$ cat config.mk
export PLATFORM = sky130hd
export DESIGN_NAME = position_integrator
export DESIGN_NICKNAME = d
export VERILOG_FILES = /design/src/rtl/position_integrator.sv
export SDC_FILE = /design/constraint.sdc
export NUM_CORES = 1
export LEC_CHECK = 0
export CORE_ASPECT_RATIO = 0.5
export CORE_UTILIZATION = 53
export CTS_BUF_LIST = sky130_fd_sc_hd__clkbuf_4 sky130_fd_sc_hd__clkbuf_8 sky130_fd_sc_hd__clkbuf_16
export CTS_CLUSTER_DIAMETER = 150
export CTS_CLUSTER_SIZE = 20
export DETAILED_ROUTE_END_ITERATION = 7
export GPL_TIMING_DRIVEN = 0
export PLACE_DENSITY = 0.82
export SYNTH_ARGS = -nofsm -noshare
export SYNTH_HDL_FRONTEND = slang
export SYNTH_SLANG_ARGS = --single-unit
$ cat constraint.sdc
create_clock -name clk -period 3.2 [get_ports clk]
set_clock_uncertainty 0.1 [all_clocks]
set_input_delay 0.64 -clock clk [delete_from_list [all_inputs] [get_ports clk]]
set_output_delay 0.64 -clock clk [all_outputs]
set_load 0.02 [all_outputs]
$ cat src/rtl/position_integrator.sv
// Position integrator: accumulates per-frame 12.4 fixed-point velocity into the
// character position, resolves floor landing / walk-off, blast-zone KO and the
// respawn countdown, and produces the is_grounded feedback for physics_engine.
module position_integrator #(
  parameter int FLOOR_Y        = 400,
  parameter int FLOOR_X0       = 120,
  parameter int FLOOR_X1       = 520,
  parameter int BLAST_L        = -64,
  parameter int BLAST_R        = 703,
  parameter int BLAST_T        = -128,
  parameter int BLAST_B        = 543,
  parameter int SPAWN_X        = 320,
  parameter int SPAWN_Y        = 100,
  parameter int RESPAWN_FRAMES = 90
) (
  input  logic               clk,
  input  logic               reset,
  input  logic               frame_tick,
  input  logic signed [10:0] vel_x_in,
  input  logic signed [10:0] vel_y_in,
  output logic signed [11:0] pos_x,
  output logic signed [11:0] pos_y,
  output logic               is_grounded,
  output logic               active,
  output logic               land_pulse,
  output logic               ko_pulse,
  output logic               update_done
);

  localparam int unsigned FIX_W = 16;
  localparam int unsigned FRAC_W = 4;
  localparam int unsigned CNT_W = $clog2(RESPAWN_FRAMES + 1);

  // Stage geometry in whole pixels, at the width of the shifted position.
  localparam logic signed [FIX_W-1:0] FLOOR_Y_PIX  = FIX_W'(FLOOR_Y);
  localparam logic signed [FIX_W-1:0] FLOOR_X0_PIX = FIX_W'(FLOOR_X0);
  localparam logic signed [FIX_W-1:0] FLOOR_X1_PIX = FIX_W'(FLOOR_X1);
  localparam logic signed [FIX_W-1:0] BLAST_L_PIX  = FIX_W'(BLAST_L);
  localparam logic signed [FIX_W-1:0] BLAST_R_PIX  = FIX_W'(BLAST_R);
  localparam logic signed [FIX_W-1:0] BLAST_T_PIX  = FIX_W'(BLAST_T);
  localparam logic signed [FIX_W-1:0] BLAST_B_PIX  = FIX_W'(BLAST_B);

  // Fixed-point constants used when pinning or respawning.
  localparam logic signed [FIX_W-1:0] FLOOR_Y_FIX = FIX_W'(FLOOR_Y * 16);
  localparam logic signed [FIX_W-1:0] SPAWN_X_FIX = FIX_W'(SPAWN_X * 16);
  localparam logic signed [FIX_W-1:0] SPAWN_Y_FIX = FIX_W'(SPAWN_Y * 16);
  localparam logic [CNT_W-1:0]        RESPAWN_CNT = CNT_W'(RESPAWN_FRAMES);

  typedef enum logic [2:0] {
    IDLE,
    SUM,
    RESOLVE,
    COMMIT,
    RESPAWN
  } state_t;

  state_t                   state;
  logic signed [FIX_W-1:0]  pos_x_fix;
  logic signed [FIX_W-1:0]  pos_y_fix;
  logic signed [FIX_W-1:0]  vy;
  logic signed [FIX_W-1:0]  nx;
  logic signed [FIX_W-1:0]  ny;
  logic [CNT_W-1:0]         respawn_cnt;

  logic signed [FIX_W-1:0]  nx_pix;
  logic signed [FIX_W-1:0]  ny_pix;
  logic signed [FIX_W-1:0]  py_pix;
  logic                     in_span;
  logic                     ko_hit;
  logic                     land_hit;

  // Signed add that clamps to the 16-bit range instead of wrapping.
  function automatic logic signed [FIX_W-1:0] sat_add(
    input logic signed [FIX_W-1:0] a,
    input logic signed [FIX_W-1:0] b
  );
    logic signed [FIX_W:0] s;
    s = (FIX_W+1)'(a) + (FIX_W+1)'(b);
    if (s[FIX_W] != s[FIX_W-1]) begin
      sat_add = s[FIX_W] ? 16'sh8000 : 16'sh7fff;
    end else begin
      sat_add = s[FIX_W-1:0];
    end
  endfunction

  // Whole-pixel outputs are the integer part of the fixed-point registers.
  assign pos_x = pos_x_fix[FIX_W-1:FRAC_W];
  assign pos_y = pos_y_fix[FIX_W-1:FRAC_W];

  // Collision tests on the candidate position held from SUM.
  always_comb begin
    nx_pix   = nx >>> FRAC_W;
    ny_pix   = ny >>> FRAC_W;
    py_pix   = pos_y_fix >>> FRAC_W;
    in_span  = (nx_pix >= FLOOR_X0_PIX) && (nx_pix <= FLOOR_X1_PIX);
    ko_hit   = (nx_pix < BLAST_L_PIX) || (nx_pix > BLAST_R_PIX) ||
               (ny_pix < BLAST_T_PIX) || (ny_pix > BLAST_B_PIX);
    land_hit = !is_grounded && (vy > 16'sd0) && (py_pix <= FLOOR_Y_PIX) &&
               (ny_pix >= FLOOR_Y_PIX) && in_span;
  end

  // Frame update sequencer with registered position, flags and pulses.
  always_ff @(posedge clk) begin
    if (reset) begin
      state       <= IDLE;
      pos_x_fix   <= SPAWN_X_FIX;
      pos_y_fix   <= SPAWN_Y_FIX;
      vy          <= '0;
      nx          <= '0;
      ny          <= '0;
      respawn_cnt <= '0;
      is_grounded <= 1'b0;
      active      <= 1'b1;
      land_pulse  <= 1'b0;
      ko_pulse    <= 1'b0;
      update_done <= 1'b0;
    end else begin
      land_pulse  <= 1'b0;
      ko_pulse    <= 1'b0;
      update_done <= 1'b0;
      case (state)
        IDLE: begin
          if (frame_tick) state <= SUM;
        end
        SUM: begin
          vy    <= FIX_W'(vel_y_in);
          nx    <= sat_add(pos_x_fix, FIX_W'(vel_x_in));
          ny    <= sat_add(pos_y_fix, FIX_W'(vel_y_in));
          state <= RESOLVE;
        end
        RESOLVE: begin
          update_done <= 1'b1;
          state       <= COMMIT;
          if (ko_hit) begin
            ko_pulse    <= 1'b1;
            pos_x_fix   <= SPAWN_X_FIX;
            pos_y_fix   <= SPAWN_Y_FIX;
            is_grounded <= 1'b0;
            active      <= 1'b0;
            respawn_cnt <= RESPAWN_CNT;
          end else if (land_hit) begin
            land_pulse  <= 1'b1;
            pos_x_fix   <= nx;
            pos_y_fix   <= FLOOR_Y_FIX;
            is_grounded <= 1'b1;
          end else if (is_grounded && (vy < 16'sd0)) begin
            pos_x_fix   <= nx;
            pos_y_fix   <= ny;
            is_grounded <= 1'b0;
          end else if (is_grounded) begin
            pos_x_fix   <= nx;
            pos_y_fix   <= FLOOR_Y_FIX;
            if (!in_span) is_grounded <= 1'b0;
          end else begin
            pos_x_fix   <= nx;
            pos_y_fix   <= ny;
          end
        end
        COMMIT: begin
          state <= ko_pulse ? RESPAWN : IDLE;
        end
        RESPAWN: begin
          if (frame_tick) begin
            respawn_cnt <= respawn_cnt - CNT_W'(1);
            if (respawn_cnt == CNT_W'(1)) begin
              active <= 1'b1;
              state  <= IDLE;
            end
          end
        end
        default: state <= IDLE;
      endcase
    end
  end

endmodule

==> results of run 1 <==
==> worst max path at each step <==
stage | slack [ps] | cells after the start | from | to
CTS | 8 | 10 | vel_y_in[8] | ny[10]
global placement | -700 | 12 | vel_y_in[0] | ny[14]
global route | -40 | 12 | vel_x_in[0] | nx[14]
floorplan | 180 | 11 | vel_x_in[0] | nx[11]
finish | 70 | 12 | vel_x_in[0] | nx[14]
detailed placement | -790 | 12 | vel_y_in[0] | ny[12]
==> final cells by class <==
class,instances,area share
multi-input cells,513,0.524
inverters,20,0.0110
clock inverters,5,0.00568
flip-flops and latches,90,0.264
plain buffers,56,0.0496
clock buffers,11,0.0361
well taps,140,0.0256
repair buffers,57,0.0844
==> metal layers <==
| metal | wire, µm | global-route usage | up-vias |
|---|---|---|---|
| li1 | - | - | 2551 |
| met5 | 0 | 0 | - |
| met2 | 6690 | 0.471 | 184 |
| met3 | 894 | 0.0479 | 27 |
| met1 | 6570 | 0.346 | 2480 |
| met4 | 276 | 0.0882 | 0 |
==> power by group through the flow <==
stage | combinational (mW) | sequential [mW] | clock [mW]
finish | 0.862 | 1.28 | 0.995
global route | 0.939 | 1.29 | 1.05
CTS | 0.814 | 1.27 | 1.00
detailed placement | 0.777 | 1.30 | 0
global placement | 0.757 | 1.29 | 0
floorplan | 0.570 | 1.28 | 0
==> worst max-delay path, stage by stage <==
cell and delay [ps]:
clkdlybuf4s50_1 460, ha_2 180, inv_1 60, fa_2 350, nand2b_4 160, a21oi_4 160, o21ai_2 100, a211oi_2 250
o22ai_2 140, buf_12 160, maj3_1 390, a211oi_2 240
==> placed cells by master, fill, tap and decap left out, types with 4 or more instances in the layout <==
master | Yosys | routed
dfxtp_1 | 90 | 90
nor2_1 | 74 | 72
nand2_1 | 67 | 67
a21oi_1 | 71 | 65
clkdlybuf4s50_1 | 0 | 49
ha_1 | 34 | 29
maj3_1 | 29 | 28
buf_4 | 24 | 26
clkbuf_1 | 24 | 24
nand3_1 | 21 | 21
a211oi_1 | 37 | 21
o21ai_0 | 22 | 20
inv_1 | 19 | 19
xor2_1 | 17 | 17
a211oi_2 | 0 | 16
nor3_1 | 14 | 14
xnor2_1 | 11 | 11
a21o_1 | 9 | 9
o211ai_1 | 9 | 9
nand2b_1 | 10 | 9
clkbuf_16 | 0 | 9
nand4_1 | 8 | 8
a22oi_1 | 8 | 8
nor2b_1 | 7 | 7
buf_6 | 3 | 5
o21bai_1 | 4 | 4
a221o_1 | 4 | 4
a21oi_2 | 0 | 4
a31oi_1 | 4 | 4
ha_2 | 0 | 4
clkinvlp_4 | 0 | 4
==> flip-flops by register name (all words and copies together), names as in the netlist <==
signal	flops
is_grounded	1
state	3
pos_y_fix	16
active	1
pos_x_fix	16
ny	16
nx	16
update_done	1
land_pulse	1
vy	11
ko_pulse	1
respawn_cnt	7
==> cells by family (layout without fill, tap and decap cells) <==
group	count (synthesis)	in the layout
simple gates	221	221
mux	3	3
buf+inv	76	149
xor+xnor	30	30
fa+ha+maj	65	65
compound gates	194	194
flops	90	90
==> per-stage QoR <==
stage | hold slack [ps] | power (mW) | std cells | util
detailed placement | 348 | 2.07 | 872 | 0.614
floorplan | 336 | 1.85 | 679 | -
global placement | 346 | 2.05 | 872 | 0.614
finish | 354 | 3.13 | 892 | 0.669
CTS | 357 | 3.09 | 890 | 0.656
global route | 378 | 3.28 | 892 | 0.669
==> repair_timing <==
item	in CTS	in global routing
buffers inserted	2	2
pin swaps	6	14
gates resized for setup	30	26
hold buffers	0	0
endpoints found under the setup margin	31	26
==> metrics.cfg, run 1 <==
[worst_setup_path]
worstSetupEndpointType = register
r2r-end = ny[10]
cp_max_fo = 7
reg2regPathDepth = 11
regToRegStartpoint = pos_y_fix[0]
crit_arrival_ps = 3300
r2r_setup_slack_ps = 340
startpoint_type = input pin
worst-setup-path-type = in2reg
worstPathRequired_ps = 3360

[logic_synthesis]
synth-edff-count = 0
syn_nets = 740
yosysMostFrequentCell = dfxtp_1
yosys.area.top_type = dfxtp_1
synth_top_area_frac = 0.324
ys_top_cells_by_area = dfxtp_1 (32%), ha_1 (7.6%), a21oi_1 (6.4%), maj3_1 (5.2%), a211oi_1 (5.0%)
ys_top_cells_by_count = dfxtp_1 (90), nor2_1 (74), a21oi_1 (71)
synthCells = 679
synth_area_per_cell_um2 = 8.19
yosys.cell_types.count = 62
ys.flop_type = dfxtp_1
ys_seq_area_frac = 0.324
synth_top_family_by_area = compound AO/OA/AOI/OAI gates
synthSimpleGateAreaFrac = 0.183
ys_warn_count = 0
ys_async_sr_fraction = 0
synth_adder_area_share = 0.136
ys_ff_latch = 90
synth.area.mux_share = 0.00540
synth_compound_area_frac = 0.228
synth-xor-area-share = 0.0519
syn-cell-area_um2 = 5560

[global_route]
grt_pass1_wl_mm = 23.3
grt_util_all_layers = 0.270
grt_max_degree = 16
grt_overflow = 0
grt_pass1_vias = 4842
antenna_found_initial = 0

[pwr]
p_leak_nw = 2.48
p_switching_mw = 1.01
p_int_mw = 2.12
combPwrFrac = 0.275
seqPwrFrac = 0.407
peakVddDrop_uv = 340
power.share.switching = 0.322
p_per_area_nw_per_um2 = 459
p_clk_frac = 0.317

[min_path]
min_to = vy[2]
holdCritPathClass = reg2reg
worstHoldPathCells = 2
hp-start = vy[2]

[final_layout]
syn_to_final_growth_pct = 22.8
final_nets = 808
fillers = 864
multi_input_area_um2 = 3580
drive_gt1_frac = 0.133
final_cell_area_um2 = 6830
diodes = 0
seq_area_um2 = 1800

[clocking]
cts-root-buf = clkbuf_16
cts_buffers = 9
cts_tree = yes
clkSinkCount = 90
clk_latency_ps = 340
clockBufferDepth = 2
clk_pin_slew_ps = 60
h-tree-depth = 3

[placement]
post-place-ws_ps = -788
gp_congestion = 0.868
place_area_um2 = 6270
dp_hpwl_mm = 10.4
portBuffers = 53

[die]
dieHeight_um = 74.5
die_w_um = 147
num_rows = 26
start_util = 0.545
die-area_um2 = 10900
core_area_um2 = 10200
num_io_pins = 54

[route]
wl_per_cell_um = 16.2
firstDrtPassIters = 5
drt-total-wl_mm = 14.4
drt-initial-drc-count = 415
drc = 0
vias_per_cell = 5.88
ant_nets = 0
route.vias.total = 5242

[sta]
finalWorstSetupSlack_ps = 65.9
post-route-period-util = 0.979
setup_tns_ps = 0
finalSetupViolCount = 0
period_needed_ps = 3130
worst_pin_slew_ps = 992
finalMaxSlewViolations = 0
fmax_mhz = 319
finalHoldViolations = 0
max_slew_margin = 0.334

[outcome]
outcome = finished clean

[run]
maxCapViolCount = 0

No activity file was read; power rests on OpenSTA's default activity.
==> run 2, diff against run 1 <==
Settings changed: SLEW_MARGIN set to 20.
==> results of run 2 <==
Final layout, timing and power as in run 1 (identical DEF).
==> run 3, diff against run 2 <==
Settings changed: CTS_CLUSTER_SIZE 20 to 14.
==> results of run 3 <==
Final layout, timing and power as in run 1 (identical DEF).
